[config.mk]
export PLATFORM = sky130hd
export DESIGN_NAME = wallace_mul_pipe
export DESIGN_NICKNAME = d
export VERILOG_FILES = /design/src/rtl/wallace_pkg.sv /design/src/rtl/FullAdder.sv /design/src/rtl/HalfAdder.sv /design/src/rtl/wallace_csa_tree.sv /design/src/rtl/wallace_mul_pipe.sv
export SDC_FILE = /design/constraint.sdc
export NUM_CORES = 1
export LEC_CHECK = 0
export ABC_AREA = 1
export CORE_ASPECT_RATIO = 1.4
export CORE_UTILIZATION = 55
export DETAILED_ROUTE_END_ITERATION = 7
export PLACE_DENSITY = 0.84
export SLEW_MARGIN = 0
export SYNTH_ARGS = -nofsm -noshare
export SYNTH_HDL_FRONTEND = slang
export SYNTH_SLANG_ARGS = --single-unit
[constraint.sdc]
create_clock -name clk -period 3.8 [get_ports clk]
set_input_delay 0.95 -clock clk [delete_from_list [all_inputs] [get_ports clk]]
set_output_delay 0.95 -clock clk [all_outputs]
set_load 0.05 [all_outputs]
[src/rtl/wallace_pkg.sv]
// Shared constants and elaboration helpers for the Wallace multiplier pipeline.
// Macro WALLACE_SIGNED_EN selects the Baugh-Wooley signed tree.
package wallace_pkg;
  localparam int WIDTH_MIN = 4;
  localparam int WIDTH_MAX = 32;
  localparam int STG_IN    = 1;
  localparam int STG_CSA   = 2;
  localparam int STG_OUT   = 3;

`ifdef WALLACE_SIGNED_EN
  localparam bit SIGNED_TREE = 1'b1;
`else
  localparam bit SIGNED_TREE = 1'b0;
`endif

  function automatic int latency(input int out_reg);
    return (out_reg != 0) ? STG_OUT : STG_CSA;
  endfunction

  // Signed tree works on operands extended by one bit, so zero- and
  // sign-extension both become plain Baugh-Wooley on WIDTH+1 bits.
  function automatic int tree_bits(input int w);
    return SIGNED_TREE ? w + 1 : w;
  endfunction

  function automatic int tree_rows(input int w);
    return SIGNED_TREE ? w + 2 : w;
  endfunction

  function automatic int rows_at(input int nr, input int lvl);
    int n;
    n = nr;
    for (int k = 0; k < lvl; k++) n = 2 * (n / 3) + n % 3;
    return n;
  endfunction

  function automatic int tree_levels(input int nr);
    int n, l;
    n = nr;
    l = 0;
    while (n > 2) begin
      n = 2 * (n / 3) + n % 3;
      l++;
    end
    return l;
  endfunction

  // Lowest column that can hold a non-zero bit for a row at a tree level;
  // columns below it are known zero and get half adders or plain wires.
  function automatic int row_lo(input int nr, input int lvl, input int row);
    logic [63:0][7:0] lo, nx;
    int n, t0, t1, t2, m1, mx, m2;
    n = nr;
    for (int r = 0; r < 64; r++) lo[r] = 8'(r);
    for (int k = 0; k < lvl; k++) begin
      nx = '0;
      for (int g = 0; g < 21; g++) begin
        if (g < n / 3) begin
          t0 = int'(lo[3*g]);
          t1 = int'(lo[3*g+1]);
          t2 = int'(lo[3*g+2]);
          m1 = (t0 < t1) ? ((t0 < t2) ? t0 : t2) : ((t1 < t2) ? t1 : t2);
          mx = (t0 > t1) ? ((t0 > t2) ? t0 : t2) : ((t1 > t2) ? t1 : t2);
          m2 = t0 + t1 + t2 - m1 - mx;
          nx[2*g]   = 8'(m1);
          nx[2*g+1] = 8'(m2 + 1);
        end
      end
      for (int t = 0; t < 2; t++)
        if (t < n % 3) nx[2*(n/3)+t] = lo[3*(n/3)+t];
      lo = nx;
      n  = 2 * (n / 3) + n % 3;
    end
    return int'(lo[row]);
  endfunction
endpackage

[src/rtl/FullAdder.sv]
// One-bit full adder cell.
module FullAdder (
  input  logic a,
  input  logic b,
  input  logic ci,
  output logic s,
  output logic co
);
  assign s  = a ^ b ^ ci;
  assign co = (a & b) | (ci & (a ^ b));
endmodule

[src/rtl/HalfAdder.sv]
// One-bit half adder cell.
module HalfAdder (
  input  logic a,
  input  logic b,
  output logic s,
  output logic co
);
  assign s  = a ^ b;
  assign co = a & b;
endmodule

[src/rtl/wallace_csa_tree.sv]
// Combinational Wallace reduction of the partial products to a carry-save pair.
// WALLACE_SIGNED_EN adds Baugh-Wooley sign handling driven by sign.
module wallace_csa_tree
  import wallace_pkg::*;
#(
  parameter int WIDTH = 12
) (
  input  logic [WIDTH-1:0]   x,
  input  logic [WIDTH-1:0]   y,
  input  logic               sign,
  output logic [2*WIDTH-1:0] sum,
  output logic [2*WIDTH-1:0] cry
);
  localparam int PW = 2 * WIDTH;
  localparam int NB = tree_bits(WIDTH);
  localparam int NR = tree_rows(WIDTH);
  localparam int NL = tree_levels(NR);

  logic [NB-1:0] a, b;
  logic [PW-1:0] rows [NL+1][NR];

`ifdef WALLACE_SIGNED_EN
  assign a = {sign & x[WIDTH-1], x};
  assign b = {sign & y[WIDTH-1], y};
`else
  logic unused_sign;
  assign unused_sign = sign;
  assign a = x;
  assign b = y;
`endif

  // Level 0: partial-product rows, plus the Baugh-Wooley constant row.
  for (genvar j = 0; j < NR; j++) begin : g_pp_row
    for (genvar c = 0; c < PW; c++) begin : g_pp_col
      localparam int I   = c - j;
      localparam bit INV = SIGNED_TREE && ((I == NB - 1) != (j == NB - 1));
      if (j < NB && I >= 0 && I < NB) begin : g_bit
        assign rows[0][j][c] = INV ? ~(a[I] & b[j]) : (a[I] & b[j]);
      end else if (SIGNED_TREE && j == NB && c == NB) begin : g_one
        assign rows[0][j][c] = 1'b1;
      end else begin : g_zero
        assign rows[0][j][c] = 1'b0;
      end
    end
  end

  for (genvar l = 1; l <= NL; l++) begin : g_lvl
    localparam int NP = rows_at(NR, l - 1);
    for (genvar g = 0; g < NP / 3; g++) begin : g_grp
      localparam int LA = row_lo(NR, l - 1, 3 * g);
      localparam int LB = row_lo(NR, l - 1, 3 * g + 1);
      localparam int LC = row_lo(NR, l - 1, 3 * g + 2);
      logic [PW-1:0] s, co;
      logic unused_co;
      for (genvar c = 0; c < PW; c++) begin : g_col
        localparam bit PA = (LA <= c);
        localparam bit PB = (LB <= c);
        localparam bit PC = (LC <= c);
        if (PA && PB && PC) begin : g_fa
          FullAdder u_fa (.a(rows[l-1][3*g][c]), .b(rows[l-1][3*g+1][c]),
                          .ci(rows[l-1][3*g+2][c]), .s(s[c]), .co(co[c]));
        end else if (PA && PB) begin : g_ha_ab
          HalfAdder u_ha (.a(rows[l-1][3*g][c]), .b(rows[l-1][3*g+1][c]),
                          .s(s[c]), .co(co[c]));
        end else if (PA && PC) begin : g_ha_ac
          HalfAdder u_ha (.a(rows[l-1][3*g][c]), .b(rows[l-1][3*g+2][c]),
                          .s(s[c]), .co(co[c]));
        end else if (PB && PC) begin : g_ha_bc
          HalfAdder u_ha (.a(rows[l-1][3*g+1][c]), .b(rows[l-1][3*g+2][c]),
                          .s(s[c]), .co(co[c]));
        end else begin : g_wire
          assign s[c]  = PA ? rows[l-1][3*g][c] :
                         PB ? rows[l-1][3*g+1][c] :
                         PC ? rows[l-1][3*g+2][c] : 1'b0;
          assign co[c] = 1'b0;
        end
      end
      // Carry out of the top column falls outside the 2*WIDTH product.
      assign unused_co       = co[PW-1];
      assign rows[l][2*g]    = s;
      assign rows[l][2*g+1]  = {co[PW-2:0], 1'b0};
    end
    for (genvar t = 0; t < NP % 3; t++) begin : g_pass
      assign rows[l][2*(NP/3)+t] = rows[l-1][3*(NP/3)+t];
    end
  end

  assign sum = rows[NL][0];
  assign cry = rows[NL][1];
endmodule

[src/rtl/wallace_mul_pipe.sv]
// Pipelined Wallace multiplier: operand regs, carry-save regs, final adder.
// Signed operands supported only when WALLACE_SIGNED_EN is defined.
module wallace_mul_pipe
  import wallace_pkg::*;
#(
  parameter int WIDTH   = 12,
  parameter int OUT_REG = 1
) (
  input  logic                 clk,
  input  logic                 rst,
  input  logic                 in_valid,
  output logic                 in_ready,
  input  logic [WIDTH-1:0]     x_in,
  input  logic [WIDTH-1:0]     y_in,
  input  logic                 sign_in,
  output logic                 out_valid,
  input  logic                 out_ready,
  output logic [2*WIDTH-1:0]   result_out
);
  localparam int PW   = 2 * WIDTH;
  localparam int NSTG = latency(OUT_REG);

  if (WIDTH < WIDTH_MIN || WIDTH > WIDTH_MAX) begin : g_bad_width
    $error("wallace_mul_pipe: WIDTH out of range");
  end

  logic              adv;
  logic [NSTG:1]     vld_pipe_d, vld_pipe_q;
  logic [WIDTH-1:0]  x_d, x_q, y_d, y_q;
  logic              sign_d, sign_q;
  logic [PW-1:0]     sum_d, sum_q, cry_d, cry_q;
  logic [PW-1:0]     csa_sum, csa_cry, fin;

  // Whole pipe moves in lockstep; bubbles stay put while stalled.
  assign adv       = rst | ~vld_pipe_q[NSTG] | out_ready;
  assign in_ready  = adv;
  assign out_valid = vld_pipe_q[NSTG];

  wallace_csa_tree #(.WIDTH(WIDTH)) u_tree (
    .x   (x_q),
    .y   (y_q),
    .sign(sign_q),
    .sum (csa_sum),
    .cry (csa_cry)
  );

  always_comb begin
    vld_pipe_d = vld_pipe_q;
    x_d        = x_q;
    y_d        = y_q;
    sign_d     = sign_q;
    sum_d      = sum_q;
    cry_d      = cry_q;
    if (adv) begin
      vld_pipe_d = {vld_pipe_q[NSTG-1:1], in_valid};
      sum_d      = csa_sum;
      cry_d      = csa_cry;
      if (in_valid) begin
        x_d    = x_in;
        y_d    = y_in;
        sign_d = sign_in;
      end
    end
  end

  always_ff @(posedge clk) begin
    if (rst) begin
      vld_pipe_q <= '0;
      x_q        <= '0;
      y_q        <= '0;
      sign_q     <= 1'b0;
      sum_q      <= '0;
      cry_q      <= '0;
    end else begin
      vld_pipe_q <= vld_pipe_d;
      x_q        <= x_d;
      y_q        <= y_d;
      sign_q     <= sign_d;
      sum_q      <= sum_d;
      cry_q      <= cry_d;
    end
  end

  assign fin = sum_q + cry_q;

  if (OUT_REG != 0) begin : g_oreg
    logic [PW-1:0] res_d, res_q;
    always_comb begin
      res_d = res_q;
      if (adv) res_d = fin;
    end
    always_ff @(posedge clk) begin
      if (rst) res_q <= '0;
      else     res_q <= res_d;
    end
    assign result_out = res_q;
  end else begin : g_ocomb
    assign result_out = fin;
  end
endmodule

==> impl_results.md <==
* Die Ht at 144.4 um
* # port buffers at 53
* Internal reg-to-reg setup slack at 0.12 ns
* Starting Density at 0.5678
* Final period utilization at 0.9693
* Post-CTS Resized at 0
* Pwr Density at 324.7 mW/mm^2
* Core Area at 0.01404 mm^2
* Vias post-DR at 6542
* GP Congestion at 0.9162
* CTS Buf Count at 9
* Cell family with most CP delay: adder cells
* Most frequent cells in the layout: 218 x nand2_1, 214 x inv_1, 146 x nor2_1, 103 x fa_1, 85 x o21ai_0
* Arrival @ worst endpoint at 3.95 ns
* Area Growth Syn to Fin at 12.76%
* First-pass iteration count of the detailed router at 5
* CTS Root Buffer Type: clkbuf_16
* Io pins at 55
* Worst-path clk slew at 0.07 ns
* Final Hold Fails at 0
* Drt wl/cell at 13.43 um
* Routed Antenna Nets at 0
* Syn. warnings at 0
* Netlist cell types at 30
* Antenna Cells at 0
* Slew margin rel. at 0.5421
* VDD IR-drop max at 0.2008 mV
* #FFs+latches synth at 93
* Slew at the pin closest to its max-slew limit at 0.6868 ns
* Skew final at 0.004779 ns
* H-tree depth at 3
* Site Rows at 51
* DR vias/cell at 5.103
* Routed WL at 17210 um
* Grt total ovfl at 0
* Crit Reg-Reg Startpoint: y_q[2]
* Pin count of the biggest net entering global routing at 73
* Setup_tns at 0 ns
* Chip Width at 103.7 um
* CP max FO at 9
* Critical path capture point type: register
* Clock buffer depth at 2
* Setup bufs post-CTS at 0
* Final HPWL DP at 13160 um
* Worst EP required at 4.07 ns
* Setup CP Type: reg -> reg
* Final setup viols at 0
* Die area at 0.01499 mm^2
* CP max-delay cell: dfxtp_1
* RSZ-0062 raised after global routing: false
* CP Launch Type: register
* Crit-path max cell delay at 0.56 ns
* Syn Nets at 1236
* Status: complete, no violations
* Vias in the first global route at 6771
* Avg Inst Size Synth at 7.570 um^2
* Nets at 1275
* Critical-path cell list: nand2_1, fa_1, fa_1, fa_1, inv_1, fa_1, inv_1, fa_1, a211oi_1
* Clock tree sinks at 93
* Crit path launch: y_q[2]
* Final Power at 0.002919 W
* Critical Path Most Common Cell: fa_1
* Slew Limit Fails at 0
* P_leak at 4.914 nW
* Clock latency on the worst-skew pair at 0.35 ns
* Initial DRC count at 251
* Hold path startpoint: sum_q[0]
* Sequential area share after synthesis at 0.2336
* Min-delay worst type: reg -> reg
* First-pass GRT wire length at 30150 um
* Mapped Cells at 1053
* Layout cells sized above 1 at 0.06563
* Min Hold Slack at 0.4581 ns
* Tmin final at 3.683 ns
* Max cap viols at 0
* DRC at 0
* Initial antenna violation count at 0
* F_max at 271.5 MHz
* CTS tree: yes
* Hold buffer count at cts at 0
* Gr usage total at 0.2517
* Synth Cell Area at 0.007971 mm^2
* Bufs and invs on worst path at 2
* Most common cell after layout, fill and taps aside: nand2_1
final timing paths:
path         cells after the start        end
min reg2reg                      2   sum_q[0]
max                              9  sum_q[11]
max reg2reg                      9  sum_q[11]
min                              2   sum_q[0]
area by class of cell:
class,instances,area [um^2]
multi-input combinational,691,5061
fill,1201,5050
sequential,93,1874
inverter,219,824.5
timing repair buffer,78,715.7
tap,185,231.5
clock buffer,9,225.2
clock inverter,7,56.30
flip-flops by register name (all words and copies together), names as in the netlist:
register / cells
y_q: 12
sum_q: 24
cry_q: 18
vld_pipe_q: 3
result_out: 24
x_q: 12
logic make-up (layout without fill, tap and decap cells):
family | after synthesis | after routing | share of synthesized area
and+or+nand+nor | 399 | 399 | 0.1990
buffers and inverters | 269 | 313 | 0.1315
adders and majority gates | 154 | 154 | 0.3387
AOI/OAI and AO/OA | 130 | 130 | 0.08837
DFF | 93 | 93 | 0.2336
xor gates and xnor gates | 8 | 8 | 0.008790
synth_stat cells:
| cell type | n | share of area |
|---|---|---|
| nand2_1 | 218 | 0.10 |
| inv_1 | 214 | 0.10 |
| nor2_1 | 146 | 0.069 |
| fa_1 | 103 | 0.26 |
| dfxtp_1 | 93 | 0.23 |
| o21ai_0 | 85 | 0.053 |
| ha_1 | 51 | 0.080 |
| clkbuf_1 | 41 | 0.019 |
| a21oi_1 | 25 | 0.016 |
| nand3_1 | 17 | 0.011 |
| a211oi_1 | 8 | 0.0075 |
| xor2_1 | 8 | 0.0088 |
| nand2_2 | 6 | 0.0047 |
| o21bai_1 | 6 | 0.0057 |
| buf_2 | 5 | 0.0031 |
| buf_6 | 4 | 0.0057 |
| inv_2 | 4 | 0.0019 |
| nor3_1 | 4 | 0.0025 |
| a21oi_2 | 3 | 0.0033 |
| nand3_2 | 2 | 0.0025 |
| and2_1 | 1 | 0.00079 |
| inv_4 | 1 | 0.00079 |
| nand2_4 | 1 | 0.0014 |
| nand3b_1 | 1 | 0.00094 |
| nor2_2 | 1 | 0.00079 |
| nor2_8 | 1 | 0.0025 |
| o21ai_1 | 1 | 0.00063 |
| o21ai_2 | 1 | 0.0011 |
| o41ai_1 | 1 | 0.0011 |
| or2_1 | 1 | 0.00079 |
worst register-to-register path: stages (launching register included):
cell and delay (ns):
dfxtp_1 0.56, nand2_1 0.15, fa_1 0.49, fa_1 0.54
fa_1 0.55, inv_1 0.05, fa_1 0.54, inv_1 0.06
fa_1 0.46, a211oi_1 0.21
metal layers:
metal,GRT usage,part of all wire
met1,0.2841,0.40
met2,0.4723,0.52
met3,0.03335,0.046
met4,0.1188,0.031
met5,0,0
per-stage QoR:
stage          cells    util  instance area [um^2]  setup slack [ns]
3_5_place_dp    1266  0.6193                  8695           0.06308
6_report        1282  0.6403                  8989            0.1166
4_1_cts         1282  0.6394                  8976           0.03335
5_1_grt         1282  0.6403                  8989          0.005260
3_3_place_gp    1266  0.6193                  8695            0.1369
2_1_floorplan   1053       -                  7971            0.1468
where the power goes:
| group | switching (W) | leakage, nW | internal, W |
|---|---|---|---|
| registers | 0.0000975 | 0.766 | 0.00108 |
| logic | 0.000528 | 4.00 | 0.000344 |
| clock network | 0.000418 | 0.142 | 0.000454 |
| total | 0.00104 | 4.91 | 0.00188 |
Power figures use the tool's default switching activity.
